<file path="src/rtl/sel_mac_pipe.sv">
// sel_mac_pipe: select one of NCH channels, multiply by a coefficient, load or accumulate, with valid/ready on both sides
// Ports: clk/rst (sync, active-high); in_* beat (data, sel, coef, acc mode, flag) with in_valid/in_ready;
// out_data/out_flag with out_valid/out_ready; err sticky bad-select flag cleared by err_clr; drop_cnt saturating bad-beat count.
module sel_mac_pipe #(
  parameter int W    = 8,
  parameter int NCH  = 3,
  parameter int SELW = 2,
  parameter int AW   = 20
) (
  input  logic             clk,
  input  logic             rst,
  input  logic             in_valid,
  output logic             in_ready,
  input  logic [NCH*W-1:0] in_data,
  input  logic [SELW-1:0]  in_sel,
  input  logic [W-1:0]     in_coef,
  input  logic             in_acc,
  input  logic             in_flag,
  output logic             out_valid,
  input  logic             out_ready,
  output logic [AW-1:0]    out_data,
  output logic             out_flag,
  output logic             err,
  input  logic             err_clr,
  output logic [7:0]       drop_cnt
);
  logic          s1_valid_q, s1_valid_d, s1_bad_q, s1_bad_d, s1_acc_q, s1_acc_d, s1_flag_q, s1_flag_d;
  logic [W-1:0]  s1_ch_q, s1_ch_d, s1_coef_q, s1_coef_d;
  logic          s2_valid_q, s2_valid_d, s2_flag_q, s2_flag_d;
  logic [AW-1:0] acc_q, acc_d, prod;
  logic          err_q, err_d;
  logic [7:0]    drop_q, drop_d;
  logic [W-1:0]  sel_ch;
  logic          bad_in, accept, s1_adv, load2, bad_acc;
  always_comb begin
    sel_ch = '0;
    for (int k = 0; k < NCH; k++) sel_ch = (int'(in_sel) == k) ? in_data[k*W +: W] : sel_ch;
  end
  assign bad_in   = int'(in_sel) >= NCH;
  // bad beats never need S2, so they drain from S1 regardless of backpressure
  assign s1_adv   = s1_valid_q && (s1_bad_q || !s2_valid_q || out_ready);
  assign in_ready = !rst && (!s1_valid_q || s1_adv);
  assign accept   = in_valid && in_ready;
  assign bad_acc  = accept && bad_in;
  assign load2    = s1_adv && !s1_bad_q;
  assign prod     = AW'(s1_ch_q) * AW'(s1_coef_q);
  always_comb begin
    s1_valid_d = accept || (s1_valid_q && !s1_adv);
    s1_ch_d    = accept ? sel_ch : s1_ch_q;
    s1_coef_d  = accept ? in_coef : s1_coef_q;
    s1_acc_d   = accept ? in_acc : s1_acc_q;
    s1_flag_d  = accept ? in_flag : s1_flag_q;
    s1_bad_d   = accept ? bad_in : s1_bad_q;
    s2_valid_d = load2 || (s2_valid_q && !out_ready);
    acc_d      = load2 ? (s1_acc_q ? acc_q + prod : prod) : acc_q;
    s2_flag_d  = load2 ? s1_flag_q : s2_flag_q;
    err_d      = bad_acc || (err_q && !err_clr);
    drop_d     = (bad_acc && drop_q != 8'hFF) ? drop_q + 8'd1 : drop_q;
  end
  always_ff @(posedge clk) begin
    if (rst) begin
      s1_valid_q <= 1'b0;
      s1_ch_q    <= '0;
      s1_coef_q  <= '0;
      s1_acc_q   <= 1'b0;
      s1_flag_q  <= 1'b0;
      s1_bad_q   <= 1'b0;
      s2_valid_q <= 1'b0;
      acc_q      <= '0;
      s2_flag_q  <= 1'b0;
      err_q      <= 1'b0;
      drop_q     <= '0;
    end else begin
      s1_valid_q <= s1_valid_d;
      s1_ch_q    <= s1_ch_d;
      s1_coef_q  <= s1_coef_d;
      s1_acc_q   <= s1_acc_d;
      s1_flag_q  <= s1_flag_d;
      s1_bad_q   <= s1_bad_d;
      s2_valid_q <= s2_valid_d;
      acc_q      <= acc_d;
      s2_flag_q  <= s2_flag_d;
      err_q      <= err_d;
      drop_q     <= drop_d;
    end
  end
  assign out_valid = s2_valid_q;
  assign out_data  = acc_q;
  assign out_flag  = s2_flag_q;
  assign err       = err_q;
  assign drop_cnt  = drop_q;
endmodule

</file>
<file path="config.mk">
export PLATFORM = sky130hd
export DESIGN_NAME = sel_mac_pipe
export DESIGN_NICKNAME = d
export VERILOG_FILES = /design/src/rtl/sel_mac_pipe.sv
export SDC_FILE = /design/constraint.sdc
export NUM_CORES = 1
export LEC_CHECK = 0
export CAP_MARGIN = 20
export CORE_AREA = 2 2 111 113
export CTS_CLUSTER_DIAMETER = 200
export DETAILED_ROUTE_END_ITERATION = 10
export DIE_AREA = 0 0 113 115
export PLACE_DENSITY = 0.67
export SYNTH_ARGS = -nofsm -noshare
export SYNTH_HDL_FRONTEND = slang
export SYNTH_SLANG_ARGS = --single-unit
export TNS_END_PERCENT = 30
</file>
<file path="constraint.sdc">
create_clock -name clk -period 5.8 [get_ports clk]
set_input_delay 1.16 -clock clk [delete_from_list [all_inputs] [get_ports clk]]
set_output_delay 1.16 -clock clk [all_outputs]
set_load 0.01 [all_outputs]
</file>
==> impl_metrics.py <==
metrics = {
    "critical_path": {
        "end_kind": "flip-flop",
        "crit_type": "flip-flop to flip-flop",
        "worst-path-max-fanout": 5,
        "startpoint": "s1_coef_q[2]$_SDFFE_PP0P_",
        "startpoint_type": "flip-flop",
        "reg2reg_from": "s1_coef_q[2]$_SDFFE_PP0P_",
        "arrival_ps": 5820,
        "required_ps": 6050,
    },
    "yosys": {
        "synth_enable_flop_cells": 0,
        "netlist.top_cell.by_area": "dfxtp_1",
        "synth_area_leaders": "dfxtp_1 (21%), fa_1 (15%), ha_1 (14%)",
        "synth-seq-cells": 51,
        "netlist_area_mm2": 0.00498,
        "synth-compound-area-share_pct": 15.6,
        "syn_avg_cell_area_um2": 8.58,
        "synth-adder-area-share_pct": 28.7,
        "synth-simple-area-share_pct": 20.6,
        "synthMuxAreaShare_pct": 4.25,
        "synth.yosys.seq_area_share_pct": 20.5,
        "ys.flop_type": "dfxtp_1",
        "syn_nets": 713,
        "syn_inst": 580,
        "synth.distinct_cells": 45,
        "synth_top_family_by_area": "adder cells",
        "synth_top_area_share_pct": 20.5,
        "synth-xor-area-share_pct": 5.10,
        "synth_warnings": 0,
        "synthArstFlopShare_pct": 0,
    },
    "drt": {
        "routed_via_density": 5.26,
        "ant_nets": 0,
        "drc": 2,
        "drtIter0Drc": 144,
        "wl_per_cell_um": 14.4,
        "wl_um": 11600,
        "vias": 4253,
        "dr.pass1.iters": 7,
    },
    "status": {
        "status": "finished with violations",
        "failed_checks": "DRC",
    },
    "timing": {
        "maxSlewViolCount": 0,
        "tightestPinTransition_ps": 590,
        "hold_violations": 0,
        "final.setup.worst_slack_ps": 230,
        "setup_viol": 0,
        "fin_skew_ps": 12.9,
        "min_period_over_period_pct": 96.0,
        "whs_ps": 464,
        "slew_headroom_pct": 60.5,
        "fmax_ghz": 0.180,
        "layout_min_cycle_time_ps": 5570,
        "tns_ps": 0,
    },
    "place": {
        "place.gp.congestion": 0.859,
        "dpl.hpwl_um": 8990,
        "portBuffers": 72,
        "pre_cts_slack_ps": -59.6,
    },
    "global_route": {
        "antenna_found_initial": 0,
        "grt_use_total_pct": 17.6,
        "grt-ovfl-total": 0,
        "grt_max_degree": 39,
        "grt_pass1_vias": 4150,
        "grt_pass1_wl_um": 18800,
    },
    "clock_network": {
        "root_buffer": "clkbuf_16",
        "path_clk_slew_ps": 80,
        "clk_latency_ps": 300,
        "clock_tree.buffer_depth": 2,
        "clock-sinks": 51,
        "h-tree-depth": 2,
        "cts_made_buffers": 5,
        "cts_tree": "built",
    },
    "layout": {
        "area_growth_pct": 26.9,
        "drive_above_1_share_pct": 9.38,
        "fin_nets": 793,
        "post-route-util_pct": 53.5,
        "num_antenna_cells": 0,
        "num-fill-cells": 1136,
    },
    "floorplan": {
        "ios": 73,
        "row_count": 40,
        "die_area_mm2": 0.0130,
        "start_util_pct": 42.2,
        "core_area_mm2": 0.0118,
        "dieHeight_um": 115,
        "die_x_um": 113,
    },
    "min_path": {
        "min-delay-start": "s1_flag_q$_SDFFE_PP0P_",
        "hold_class": "flip-flop to flip-flop",
    },
    "power": {
        "p_per_area_mw_per_mm2": 160,
        "max-vdd-ir-drop_uv": 115,
        "p_leak_nw": 2.87,
    },
    "run": {
        "drv_cap": 0,
    },
}
[power breakdown]
| group | switching, mW | internal (mW) | leakage, nW | total, mW |
|---|---|---|---|---|
| combinational | 0.157 | 0.151 | 2.37 | 0.308 |
| sequential | 0.0224 | 0.369 | 0.423 | 0.391 |
| clock | 0.148 | 0.164 | 0.0719 | 0.312 |
| total | 0.327 | 0.684 | 2.87 | 1.01 |
[repair_timing]
item                       in CTS  in global routing
pin swaps                       0                 13
setup endpoints to repair       6                 10
resized for setup               4                 34
hold buffers                    0                  0
setup buffers                   0                  5
[synth_stat cells (6+ instances only)]
cell      number
nor2_1        52
o21ai_0       16
a211oi_1      25
fa_1          37
nand2b_1      16
mux2i_1       20
ha_1          55
nand2_1       38
xnor2_1       18
nand3_1        6
nor3_1         7
a21oi_1       34
xor2_1        11
a21o_1        13
inv_1         50
and2_1        57
dfxtp_1       51
clkbuf_1      17
and3_1         8
[final timing paths]
check,endpoint,slack [ps],cells after the start
max reg2reg,out_data[15]$_SDFFE_PP0P_,230,24
min,out_flag$_SDFFE_PP0P_,460,2
min reg2reg,out_flag$_SDFFE_PP0P_,460,2
max,out_data[15]$_SDFFE_PP0P_,230,24
[registers in the layout, indices dropped and copies added, names as in the netlist]
signal,cells
s1_bad_q,1
drop_cnt,8
s1_ch_q,8
s1_acc_q,1
out_data,20
out_valid,1
out_flag,1
s1_valid_q,1
err,1
s1_coef_q,8
s1_flag_q,1
[area by class of cell]
class	instances	area (µm²)	area share (%)
Timing Repair Buffer	93	903	14.3
Tap cell	147	184	2.91
Clock buffer	5	125	1.98
Inverter	50	188	2.97
Clock inverter	3	27.5	0.436
Multi-Input combinational cell	459	3840	60.8
Sequential cell	51	1050	16.6
[layer usage]
| layer | vias up | wire length (µm) | GRT usage [%] |
|---|---|---|---|
| li1 | 2135 | - | - |
| met1 | 2002 | 5060 | 22.3 |
| met2 | 96 | 5810 | 31.0 |
| met3 | 20 | 507 | 2.90 |
| met4 | 0 | 246 | 5.53 |
| met5 | - | 0 | 0 |
[through the flow]
stage / cell area (µm²) / power [mW] / instances
3_3_place_gp: 5930 / 0.680 / 794
5_1_grt: 6320 / 1.07 / 808
3_5_place_dp: 5930 / 0.688 / 794
6_report: 6320 / 1.01 / 808
2_1_floorplan: 4980 / 0.583 / 580
4_1_cts: 6100 / 1.00 / 802
[critical path, cell delays in order, from the launching register on]
cell and delay (ps):
dfxtp_4 370, nand2_1 80, fa_1 520, fa_1 510
inv_1 60, fa_1 520, inv_1 50, fa_1 520
inv_1 70, ha_4 260, a21o_1 180, a211oi_2 200
buf_4 150, o21ba_2 160, o21bai_1 80, xor2_1 180
ha_1 320, buf_4 130, nand2_1 50, o211ai_1 290
a21o_1 180, a21oi_2 70, and3_1 200, o211ai_1 190
o311a_1 180
[layout by cell type (no fill, tap or decap), types with 2 or more instances in the layout]
master            n
a211oi_2          2
dfxtp_4           7
and3_1            7
or3_1             3
ha_4              4
dfxtp_1          41
a311oi_1          2
clkdlybuf4s50_1  72
o21bai_1          5
and2_1           57
xnor2_1          18
a21boi_0          2
a31oi_1           2
nand2_1          38
nor2_1           52
a211oi_1         23
xor2_1           11
nand4_1           5
nor3_1            6
clkbuf_16         5
o21ai_0          15
o211ai_1          4
dfxtp_2           3
mux2i_1          20
buf_4            19
a21oi_1          31
fa_1             37
inv_1            50
o21ai_2           3
nand2b_1         16
o311a_1           2
ha_1             51
a21o_1           13
nand3_1           6
a21oi_2           2
[kinds of logic after synthesis]
logic type | Yosys count
buffers and inverters | 70
AOI/OAI and AO/OA | 117
DFF | 51
muxes | 21
and+or+nand+nor | 200
xor gates and xnor gates | 29
adders and majority gates | 92
Note: power is estimated with default switching activity, not from simulation.
